==> src/rtl/led_sequencer.sv <==
// led_sequencer: steps an 8-bit LED pattern on rising edges of a selectable slow clock
module led_sequencer (
   input  logic        CLOCK_50,
   input  logic        reset,
   input  logic        C025Hz,
   input  logic        C05Hz,
   input  logic        C1Hz,
   input  logic        C2Hz,
   input  logic [1:0]  speed_sel,
   input  logic [1:0]  mode,
   input  logic        run,
   output logic [7:0]  leds,
   output logic        step_pulse,
   output logic [15:0] step_count,
   output logic [1:0]  state_o
);
   typedef enum logic [1:0] {IDLE = 2'b00, RUN = 2'b01, PAUSE = 2'b10} state_t;
   state_t      state_q, state_d;
   logic [1:0]  sel_q, mode_q;
   logic [3:0]  srcs;
   logic        src, src_q, hold_q, tick;
   logic        dir_q, dir_d, nxt_dir, pulse_q, pulse_d;
   logic [7:0]  leds_q, leds_d, nxt;
   logic [15:0] cnt_q, cnt_d;

   function automatic logic [7:0] seed(input logic [1:0] m);
      return m == 2'b01 ? 8'h80 : m == 2'b11 ? 8'h00 : 8'h01;
   endfunction

   assign srcs       = {C2Hz, C1Hz, C05Hz, C025Hz};
   assign src        = srcs[sel_q];
   // hold_q masks the edge after a speed change (and the first edge after reset) so src_q
   // always reflects a real sample of the currently selected source before a tick can fire
   assign tick       = src & ~src_q & ~hold_q & (speed_sel == sel_q);
   assign leds       = leds_q;
   assign step_pulse = pulse_q;
   assign step_count = cnt_q;
   assign state_o    = state_q;

   // next pattern for one step; dir 0 = left, 1 = right; illegal one-hot patterns reseed
   always_comb begin
      nxt     = ~leds_q;
      nxt_dir = dir_q;
      if (mode_q != 2'b11 && !$onehot(leds_q)) begin
         nxt     = seed(mode_q);
         nxt_dir = 1'b0;
      end else if (mode_q == 2'b00) begin
         nxt = {leds_q[6:0], leds_q[7]};
      end else if (mode_q == 2'b01) begin
         nxt = {leds_q[0], leds_q[7:1]};
      end else if (mode_q == 2'b10) begin
         nxt     = !dir_q ? (leds_q[7] ? 8'h40 : leds_q << 1) : (leds_q[0] ? 8'h02 : leds_q >> 1);
         nxt_dir = !dir_q ? leds_q[7] : !leds_q[0];
      end
   end

   // sequencer FSM: load on start, reload on mode change, step on tick while running
   always_comb begin
      state_d = state_q;
      leds_d  = leds_q;
      dir_d   = dir_q;
      cnt_d   = cnt_q;
      pulse_d = 1'b0;
      case (state_q)
         IDLE: if (run) begin
            state_d = RUN;
            leds_d  = seed(mode_q);
            dir_d   = 1'b0;
            cnt_d   = 16'h0000;
         end
         RUN: if (!run) begin
            state_d = PAUSE;
         end else if (mode != mode_q) begin
            leds_d = seed(mode);
            dir_d  = 1'b0;
            cnt_d  = 16'h0000;
         end else if (tick) begin
            leds_d  = nxt;
            dir_d   = nxt_dir;
            cnt_d   = cnt_q + 16'h0001;
            pulse_d = 1'b1;
         end
         PAUSE: if (run) state_d = RUN;
         default: state_d = IDLE;
      endcase
   end

   // state registers with asynchronous reset
   always_ff @(posedge CLOCK_50 or posedge reset) begin
      if (reset) begin
         state_q <= IDLE;
         sel_q   <= 2'b00;
         mode_q  <= 2'b00;
         src_q   <= 1'b0;
         hold_q  <= 1'b1;
         leds_q  <= 8'h00;
         dir_q   <= 1'b0;
         cnt_q   <= 16'h0000;
         pulse_q <= 1'b0;
      end else begin
         state_q <= state_d;
         sel_q   <= speed_sel;
         mode_q  <= mode;
         src_q   <= src;
         hold_q  <= speed_sel != sel_q;
         leds_q  <= leds_d;
         dir_q   <= dir_d;
         cnt_q   <= cnt_d;
         pulse_q <= pulse_d;
      end
   end
endmodule

==> config.mk <==
export PLATFORM = sky130hd
export DESIGN_NAME = led_sequencer
export DESIGN_NICKNAME = d
export VERILOG_FILES = /design/src/rtl/led_sequencer.sv
export SDC_FILE = /design/constraint.sdc
export NUM_CORES = 1
export LEC_CHECK = 0
export CAP_MARGIN = 20
export CORE_MARGIN = 4
export CORE_UTILIZATION = 25
export DETAILED_ROUTE_END_ITERATION = 10
export SLEW_MARGIN = 20
export SYNTH_ARGS = -nofsm -noshare
export SYNTH_HDL_FRONTEND = slang
export SYNTH_SLANG_ARGS = --single-unit
==> constraint.sdc <==
create_clock -name CLOCK_50 -period 3.9 [get_ports CLOCK_50]
set_input_delay 0.78 -clock CLOCK_50 [delete_from_list [all_inputs] [get_ports CLOCK_50]]
set_output_delay 0.78 -clock CLOCK_50 [all_outputs]
set_load 0.03 [all_outputs]
Word-level counts from Yosys, hierarchy flattened

Index checks and enable logic that the tools add are counted.
Widths: inputs -> output; s select.

Add/subtract/negate cells: 8
$lt $le $gt $ge: 1
Equal/unequal tests: 20
Mux-type cells: 40
Bitwise gates (word level): 6
Reduce and logical (&&, ||, !) cells: 10

Operators by type and width:

| operator              | count |
|---|---|
| $mux 8                | 12 |
| $mux 16               | 4 |
| $pmux 16 s2           | 1 |
| $add 16x1->16 const B | 1 |
| $mux 1                | 16 |
| $pmux 8 s2            | 1 |
| $ne 4x4->1 const B    | 3 |
| $add 1x1->2           | 4 |
| $eq 2x2->1 const B    | 4 |
| $ne 2x2->1 const B    | 4 |
| $not 8->8             | 1 |
| $mux 7                | 1 |
| $reduce_and 7->1      | 1 |
| $add 2x2->3           | 2 |
| $eq 2x1->1 const B    | 3 |
| $add 3x3->4           | 1 |
| $eq 4x1->1 const B    | 1 |
| $logic_not 2->1       | 2 |
| $mux 2                | 2 |
| $ne 2x2->1            | 2 |
| $pmux 2 s2            | 1 |
| $reduce_and 4->1      | 1 |
| $and 1x1->1           | 3 |
| $lt 2x3->1 const B    | 1 |
| 11 further kinds      | 13 |

Register bits: 34
Output and inout port bits: 27
Logic and storage cells: 94

Logic depth before layout (Yosys ltp)

Depth after elaboration: 11
Gate-level depth with buffers: 13
Mapped depth without buffers: 13

Worst setup path before layout

OpenSTA, ideal clock, no wires.

Path kind: reg-to-reg
From: reg leds_q[0], in the netlist leds[0]
To: reg leds_q[7], in the netlist leds[7]
Setup time: 0.125 ns
Arrival: 3.880 ns
Required time: 3.775 ns
Path slack: -0.104 ns
Cell stages (with the launch flop): 14
Buffers on the path: 0
Clock period less this slack: 4.004 ns
Cell sequence: dfrtp_1 inv_1 fa_1 fa_1 fa_1 inv_1 ha_1 inv_1 fa_1 nand4b_1 o21a_1 o311ai_0 o221ai_1 mux2_2

Word-level cells in the longest chain between the ends: 11
Elaborated cells on any way between the ends: 13
Those cells by class: add/sub: 3; eq/ne: 1; mux: 7; reduce/logical: 2

Ends and longest elaborated chain:

| item                              | RTL line | text |
|---|---|---|
| start, declared                   | 23       | `logic [7:0] leds_q, leds_d, nxt;` |
| start signal, assigned            | 106      | `leds_q <= leds_d;` |
| $add 1x1->2 (not written as such) | 44       | `if (mode_q != 2'b11 && !$onehot(leds_q)) begin` |
| $add 2x2->3 (not written as such) | 44       |  |
| $add 3x3->4 (not written as such) | 44       |  |
| $eq 4x1->1                        | 44       |  |
| $logic_not 1->1                   | 44       |  |
| $logic_and 1x1->1                 | 44       |  |
| $mux 8 *                          | 44       |  |
| $mux 8 *                          | 77       | `end else if (tick) begin` |
| $mux 8 *                          | 73       | `end else if (mode != mode_q) begin` |
| $mux 8 *                          | 71       | `RUN: if (!run) begin` |
| $pmux 8 s2 *                      | 64       | `case (state_q)` |

Every way passes the cells marked *; elsewhere a longest branch is shown, timed or not. The select of a mux whose other input is x is not followed.
A chain may end at the register's enable or synchronous reset.

Final worst setup path

From: reg leds_q[1], in the netlist leds[1]
To: reg leds_q[0], in the netlist leds[0]

Same word-level chain as after synthesis.

==> key figures <==
Global routing
  – Grt ovf: 0
  – GRT Util Overall: 0.115
  – Pin count of the biggest net entering global routing: 28
  – First-pass GRT wire length: 9410 um
  – Initial antenna violation count: 0
  – Vias in the first global route: 1889

Yosys
  – Synth async-reset ratio: 1.00
  – Synth Area in Compound Gates: 0.205
  – Synth unique cells: 48
  – Main combinational cell family by area after synthesis: simple AND/OR/NAND/NOR gates
  – Post-Synth Adder-Cell Area: 0.0668
  – Syn Area/Cell: 8.93 um^2
  – Xor/xnor cell area share of the yosys netlist: 0.0369
  – Area contributors post-synth: dfrtp_1 39%, o21ai_0 4.7%, nand2_1 4.2%, fa_1 3.8%, xnor2_1 3.7%
  – Main flop type after synthesis: dfrtp_1
  – Post-Synth Simple-Gate Area: 0.210
  – Post-Syn Area: 0.00213 mm^2
  – Syn. warnings: 0
  – Post-synth EDFFs: 0
  – Syn_nets: 259
  – Multiplexer share of the synthesized area: 0.0252
  – Yosys top cell by area: dfrtp_1
  – Register area share after synthesis: 0.399
  – Mapped Cells: 239
  – #FFs+latches synth: 34
  – Synth top area share: 0.387

CTS
  – Setup bufs post-CTS: 0
  – Total CTS buffers: 5
  – H-tree levels: 2
  – CTS sink cnt: 34
  – Worst skew pair latency: 0.29 ns
  – CTS tree: yes
  – Worst-path clk slew: 0.07 ns
  – Clk buf depth: 2
  – CTS root buf: clkbuf_8

Power
  – Tot Pwr: 0.000997 W
  – P_leak: 1.08 nW
  – Peak supply drop: 0.135 mV
  – PD cells: 360 mW/mm^2

Final layout
  – Area delta synth->final: 29.7%
  – Fin area: 0.00277 mm^2
  – Ant. Diodes: 0
  – Layout cells sized above 1: 0.0851
  – # nets final: 301
  – # fillers: 862
  – Post-layout utilization of the core: 0.335

Drt
  – Initial drt markers: 136
  – Post-DR vias/cell: 5.15
  – Routed vias: 1993
  – DRC viols: 0
  – Final wirelength: 5590 um
  – DRT Pass-1 Iters: 4
  – DR WL/cell: 14.4 um
  – Routed Antenna Nets: 0

Floorplan
  – Starting Density: 0.258
  – Die Y: 100 um
  – Die Width: 100 um
  – Core Region: 0.00826 mm^2
  – # rows: 33
  – IO Pins: 38
  – Die area: 0.0101 mm^2

STA
  – Worst slew pin tran: 0.716 ns
  – Max Freq: 257 MHz
  – Layout Skew: 0.00857 ns
  – Final hold violations: 0
  – Period utilization: 0.998
  – Final setup fails: 0
  – Post-layout min period: 3.89 ns
  – Relative slew slack: 0.522
  – WHS: 0.551 ns
  – Final TNS setup: 0 ns
  – RSZ-0062 raised after global routing: yes
  – Max Slew Vio Count: 0

Setup path
  – Crit Path Max Fanout: 4
  – Reg-to-reg critical path endpoint: leds[0]
  – CP arrival: 4.09 ns
  – Worst Path Required: 4.10 ns
  – CP endpoint: leds[0]
  – CP Capture Type: flip-flop
  – Worst setup path startpoint: leds[1]
  – CP Launch Type: flip-flop
  – FF-to-FF Start: leds[1]
  – Slack of the worst reg-to-reg path: 0.008 ns
  – Worst r2r path cells: 13
  – CP Class: reg2reg

Placed design
  – Count of input and output buffers: 37
  – Placer Congestion: 0.799
  – Placed cell areas: 0.00265 mm^2
  – Detailed Place HPWL: 3980 um

Flow run
  – Max Cap Viol: 0

Status
  – Status: completed

Min path
  – Min-Delay Path Class: reg2reg
-- how the worst min path moves through the flow --
stage                    end           from  slack (ns)  depth (start not counted)
6_report       step_count[4]  step_count[4]        0.55                          1
5_1_grt        step_count[6]  step_count[6]        0.58                          1
4_1_cts        step_count[4]  step_count[4]        0.55                          1
3_5_place_dp   step_count[4]  step_count[4]        0.54                          1
3_3_place_gp   step_count[6]  step_count[6]        0.53                          1
2_1_floorplan     step_pulse          src_q        0.52                          3
-- kinds of logic (layout without fill, tap and decap cells) --
family	count (synthesis)	in the layout
AOI/OAI and AO/OA	67	67
xor gates and xnor gates	9	9
and+or+nand+nor	87	87
buffers and inverters	29	72
adders and majority gates	9	9
muxes	4	4
DFF	34	34
-- power breakdown --
group	internal [W]	leakage, nW	switching [W]
clock	0.000188	0.0579	0.000136
sequential	0.000370	0.450	0.0000196
combinational	0.000114	0.575	0.000170
total	0.000671	1.08	0.000325
-- layout by cell type (no fill, tap or decap), types with 4 or more instances in the layout --
master,instances
a21oi_1,15
and2_1,4
buf_4,9
clkbuf_8,5
clkdlybuf4s50_1,37
dfrtp_1,31
fa_1,4
ha_1,5
inv_1,18
nand2_1,24
nand2b_1,6
nand3_1,13
nand4_1,8
nor2_1,11
nor3_1,6
o21ai_0,20
o311ai_0,4
o31ai_1,5
xnor2_1,9
-- timing repair --
item	4_1_cts	5_1_grt
setup endpoints to repair	0	2
gates resized for setup	0	2
hold buffers	0	0
-- routing by layer --
| metal | wire length [um] | track usage |
|---|---|---|
| met1 | 2690 | 0.164 |
| met2 | 2510 | 0.169 |
| met3 | 278 | 0.0243 |
| met4 | 108 | 0.0435 |
| met5 | 0 | 0 |
-- flip-flops by register name (all words and copies together), names as in the netlist --
name        cells
sel_q           2
step_count     16
src_q           1
dir_q           1
step_pulse      1
leds            8
mode_q          2
state_o         2
hold_q          1
-- synth_stat cells (3+ instances only) --
master	n
nor2_1	11
a211oi_1	3
nor3_1	6
a221oi_1	3
nand4_1	8
ha_1	5
nand2b_1	6
nand3_1	13
and3_1	3
inv_1	18
o31ai_1	5
dfrtp_1	33
nand4b_1	3
o21ai_0	20
nor2b_1	3
fa_1	4
xnor2_1	9
nand2_1	24
o311ai_0	5
clkbuf_1	8
and2_1	4
a21oi_1	15
-- metrics by stage --
step                      worst slack (ns)  cells
after global placement               0.102    379
after CTS                           0.0193    387
after floorplan                     0.0296    239
after detailed placement            0.0773    379
final                              0.00789    387
after global routing                -0.148    387
-- layout make-up --
cell class | instances | area, um^2 | area share
Clock buffer | 5 | 68.8 | 0.0249
Inverter | 18 | 67.6 | 0.0244
Clock inverter | 3 | 40.0 | 0.0145
Sequential cell | 34 | 855 | 0.309
Timing Repair Buffer | 46 | 438 | 0.158
Multi-Input combinational cell | 176 | 1170 | 0.422
Tap cell | 105 | 131 | 0.0474
-- critical path: stages (launching register included) --
cell and delay (ns):
dfrtp_2 0.42, inv_1 0.09, fa_1 0.43, fa_1 0.51
fa_1 0.41, inv_1 0.07, ha_1 0.16, inv_1 0.05
fa_1 0.51, nand4b_1 0.12, o21ai_0 0.36, o22ai_1 0.13
a221oi_1 0.33, a2bb2oi_1 0.22
(Power assumes the default switching activity.)
==> patch 1, RTL diff (config.mk and constraints unchanged) <==
Register the input `C2Hz` before use. The logic sees it one clock later. The other inputs are not delayed to match.
--- a/src/rtl/led_sequencer.sv
+++ b/src/rtl/led_sequencer.sv
@@ -16,4 +16,11 @@
 );
    typedef enum logic [1:0] {IDLE = 2'b00, RUN = 2'b01, PAUSE = 2'b10} state_t;
+
+   logic C2Hz_q;
+
+   always_ff @(posedge CLOCK_50) begin
+      C2Hz_q <= C2Hz;
+   end
+
    state_t      state_q, state_d;
    logic [1:0]  sel_q, mode_q;
@@ -28,5 +35,5 @@
    endfunction
 
-   assign srcs       = {C2Hz, C1Hz, C05Hz, C025Hz};
+   assign srcs       = {C2Hz_q, C1Hz, C05Hz, C025Hz};
    assign src        = srcs[sel_q];
    // hold_q masks the edge after a speed change (and the first edge after reset) so src_q
Function: changed (Yosys sat finds a counterexample within 4 cycles, from zero or initial values and one cycle with reset high).
==> patch 1 against the original RTL <==
Sequential cell count is 1 higher; utilization decreased by 0.15 points; routed wire length decreased by 1.4%; setup slack better by 180 ps; total power fell by 12%; sequential power is 3% higher; non-clock buffer count fell by 1; clock power shrank 21%; synthesized area rose by 0.76%; combinational power down 20%; cell area hardly changed.
==> patch 1: results (changes against the original RTL) <==
| Metric | Value |
|---|---|
| Hold worst-path end | `state_o[0] (was step_count[4])` |
| Layout Skew | `5.09 ps (was 8.57 ps)` |
| Yosys cell types | `50 (was 48)` |
| Routed WL per cell | `14.6 um (was 14.4 um)` |
| DRT iter0 DRCs | `140 (was 136)` |
| Area contributors post-synth | `dfrtp_1, mux4_2, fa_1 (was dfrtp_1, o21ai_0, nand2_1)` |
| Worst reg2reg endpoint | `leds[4] (was leds[0])` |
| Layout cell share with drive strength beyond 1 | `9.56% (was 8.51%)` |
| Post-synthesis sequential area ratio | `40.5% (was 39.9%)` |
| DP Area | `2670 um2 (was 2650 um2)` |
| Reg2Reg Setup Slack | `190 ps (was 8 ps)` |
| Post-Synth Adder-Cell Area | `6.63% (was 6.68%)` |
| Slew @ Worst Pin | `860 ps (was 716 ps)` |
| Max VDD drop | `0.190 mV (was 0.135 mV)` |
| # Post-CTS Setup Buffers | `0 (unchanged)` |
| Reg2reg start | `leds[3] (was leds[1])` |
| Gp weighted congestion | `0.759 (was 0.799)` |
| Initial antenna violation count | `0 (unchanged)` |
| HP Start | `state_o[0] (was step_count[4])` |
| Routed vias | `1868 (was 1993)` |
| Synth warn | `0 (unchanged)` |
| R2R depth | `13 (unchanged)` |
| Compound-Gate Fraction of Synth Area | `16.8% (was 20.5%)` |
| FFs w/ async S/R, synth | `97.1% (was 100%)` |
| Top post-synthesis cells by count | `dfrtp_1, nand2_1, inv_1, nor2_1, a21oi_1 (was dfrtp_1, nand2_1, o21ai_0, inv_1, a21oi_1)` |
| Largest net degree at the start of global routing | `22 (was 28)` |
| Fillers | `830 (was 862)` |
| Mux contribution to synthesized area | `5.58% (was 2.52%)` |
| First-pass GRT wire length | `9.28 mm (was 9.41 mm)` |
| Hpwl dp | `4.07 mm (was 3.98 mm)` |
| CTS clk-pin slew, worst paths | `70 ps (about the same)` |
| Post-synthesis xor/xnor area fraction | `4.48% (was 3.69%)` |
| Highest cell delay on the worst timing path | `510 ps (about the same)` |
| Global-route usage over all layers | `11.4% (was 11.5%)` |
| Mapped Nets | `249 (was 259)` |
| Leakage | `1.09 nW (was 1.08 nW)` |
| CP max FO | `5 (was 4)` |
| Nets | `291 (was 301)` |
| CP Data Arrival Time | `3900 ps (was 4090 ps)` |
| Status | `completed (unchanged)` |
==> patch 1: cell count changes in the layout (fill, tap and decap cells not counted), sizes merged, moves of 3 or more <==
cell / before / now
nor2: 11 / 16
o311ai: 5 / 0
mux4: 1 / 4
xor2: 0 / 3
o31ai: 5 / 8
nand2: 24 / 20
nand4: 8 / 4
nand3: 13 / 8
o21ai: 20 / 10
a31oi: 1 / 4
==> patch 1: metal layers <==
metal | wire length [um] | GRT usage (%)
met5 | 0 | 0
met4 | 55 | 3.11
met3 | 272 | 2.63
met2 | 2600 | 18.4
met1 | 2570 | 15.3
==> patch 1: worst reg2reg max path, delay by kind of cell (launching register included) <==
| family | cells | cell delay, ps |
|---|---|---|
| AO/OA/AOI/OAI | 3 | 600 |
| buffers and inverters | 4 | 410 |
| AND/OR/NAND/NOR | 1 | 160 |
| flip-flops | 1 | 430 |
| adder cells (fa/ha/maj) | 5 | 2020 |
==> patch 1: power breakdown <==
part | switching, mW | internal [mW] | leakage (nW)
sequential | 0.0230 | 0.377 | 0.461
combinational | 0.131 | 0.0943 | 0.590
clock | 0.129 | 0.125 | 0.0422
==> patch 1: worst max path at each step <==
stage | startpoint | to | slack, ps | cells after the start
2_1_floorplan | leds[1] | dir_q | 30 | 13
3_3_place_gp | leds[3] | leds[1] | 150 | 13
3_5_place_dp | leds[3] | leds[4] | 10 | 13
4_1_cts | leds[3] | leds[4] | 80 | 13
5_1_grt | leds[3] | leds[4] | 10 | 13
6_report | leds[3] | leds[4] | 190 | 13
==> patch 1: final cells by class <==
| class | count | share of cell area, % |
|---|---|---|
| clock buffers | 7 | 2.76 |
| clock inverters | 1 | 0.181 |
| inverters | 18 | 2.44 |
| multi-input cells | 166 | 42.8 |
| flip-flops and latches | 35 | 31.5 |
| well taps | 105 | 4.74 |
| repair buffers | 45 | 15.5 |
==> patch 1: metrics by stage <==
stage	util (%)	power [mW]	setup WS (ps)	instances	hold WS, ps
floorplan	-	0.538	32.4	229	566
global placement	32.2	0.615	152	369	528
detailed placement	32.2	0.619	9.77	369	541
CTS	33.2	0.880	78.1	377	549
global route	33.4	0.931	11.8	377	557
finish	33.4	0.880	186	377	540
==> patch 1: cell families (layout without fill, tap and decap cells) <==
group                      after synthesis  in the layout
buffers and inverters                   28             71
AOI/OAI and AO/OA                       55             55
DFF                                     35             35
and+or+nand+nor                         84             84
muxes                                    7              7
adders and majority gates                9              9
xor gates and xnor gates                11             11
==> patch 1: repair_timing <==
item,CTS,global route
endpoints found under the hold margin,0,0
setup endpoints to repair,1,7
pin swaps,0,1
gates resized for setup,1,3
==> patch 2, RTL diff (same settings) <==
Made on the original files. Make the reset (`reset`) synchronous in one clocked block. Comments in the files are not updated.
--- a/src/rtl/led_sequencer.sv
+++ b/src/rtl/led_sequencer.sv
@@ -87,5 +87,5 @@
 
    // state registers with asynchronous reset
-   always_ff @(posedge CLOCK_50 or posedge reset) begin
+   always_ff @(posedge CLOCK_50) begin
       if (reset) begin
          state_q <= IDLE;
Behaviour: differs if reset is asserted again (counterexample within 4 cycles, from zero or initial values and one cycle with reset high); with reset held inactive, the same outputs for 10 cycles.
==> patch 2 against the original RTL <==
Sequential cell count stayed put; clock skew is 2.3 ps lower; worst hold slack worse by 46 ps; routed wire length is 2.9% lower; setup slack better by 140 ps; synthesized area is 3.6% lower; cell area is 3.5% lower; utilization is 0.53 points higher.
Power is not compared: it rests on default switching activity, and its combinational part moved more than twofold at a synthesized area within 25%.
==> patch 2: results (changes against the original RTL) <==
| Metric | Value |
|---|---|
| Global-route usage over all layers | `11.2% (was 11.5%)` |
| Mux contribution to synthesized area | `2.13% (was 2.52%)` |
| Metal-1 WL | `2.42 mm (was 2.69 mm)` |
| Worst Setup EP | `leds[2] (was leds[0])` |
| Met2 Use GR | `18.1% (was 16.9%)` |
| Gp weighted congestion | `0.803 (was 0.799)` |
| Hpwl dp | `3.84 mm (was 3.98 mm)` |
| DR WL met3 | `390 um (was 278 um)` |
| Layout Skew | `6.23 ps (was 8.57 ps)` |
| Top post-synthesis cells by count | `dfxtp_1, a21oi_1, nand2_1, nor2_1, inv_1 (was dfrtp_1, nand2_1, o21ai_0, inv_1, a21oi_1)` |
| Status | `completed (unchanged)` |
| Routed WL per cell | `14.0 um (was 14.4 um)` |
| Worst hold path depth | `2 (was 1)` |
| Max Fclk | `267 MHz (was 257 MHz)` |
| DRT iter0 DRCs | `92 (was 136)` |
| Hold worst-path end | `step_count[10] (was step_count[4])` |
| DP Area | `2520 um2 (was 2650 um2)` |
| Post-synthesis sequential area ratio | `33.1% (was 39.9%)` |
| Layout cell share with drive strength beyond 1 | `9.44% (was 8.51%)` |
| Reg2Reg Setup Slack | `150 ps (was 8 ps)` |
| Met1 usage | `14.5% (was 16.4%)` |
| Metal2 WL | `2.55 mm (was 2.51 mm)` |
| FFs w/ async S/R, synth | `0% (was 100%)` |
| First-pass GRT wire length | `9.02 mm (was 9.41 mm)` |
| WL final | `5.42 mm (was 5.59 mm)` |
| Yosys cell types | `50 (was 48)` |
| Mapped Cells | `247 (was 239)` |
| Dpl ws | `36.3 ps (was 77.3 ps)` |
| Post-Synth Adder-Cell Area | `6.93% (was 6.68%)` |
| Fillers | `840 (was 862)` |
| Area contributors post-synth | `dfxtp_1, a21oi_1, xnor2_1 (was dfrtp_1, o21ai_0, nand2_1)` |
## patch 2: changes by cell type after synthesis, sizes merged, moves of 5 or more
| cell | delta |
|---|---|
| dfxtp | +34 |
| o21ai | -19 |
| a21oi | +7 |
| nor2b | +5 |
| or3 | +7 |
| nand4 | -5 |
| nor2 | +9 |
| dfrtp | -33 |
## patch 2: cell type report
| class | instances | area (um2) | share of cell area [%] |
|---|---|---|---|
| timing repair buffer | 45 | 430 | 16.1 |
| inverter | 17 | 63.8 | 2.39 |
| tap | 102 | 128 | 4.78 |
| multi-input combinational | 183 | 1250 | 46.9 |
| clock inverter | 1 | 30.0 | 1.12 |
| clock buffer | 6 | 82.6 | 3.09 |
| sequential | 34 | 686 | 25.7 |
## patch 2: what timing repair did
item | CTS | global route
hold endpoints to repair | 0 | 0
hold buffers | 0 | 0
gates resized for setup | 0 | 3
buffers inserted | 0 | 4
setup endpoints to repair | 0 | 2
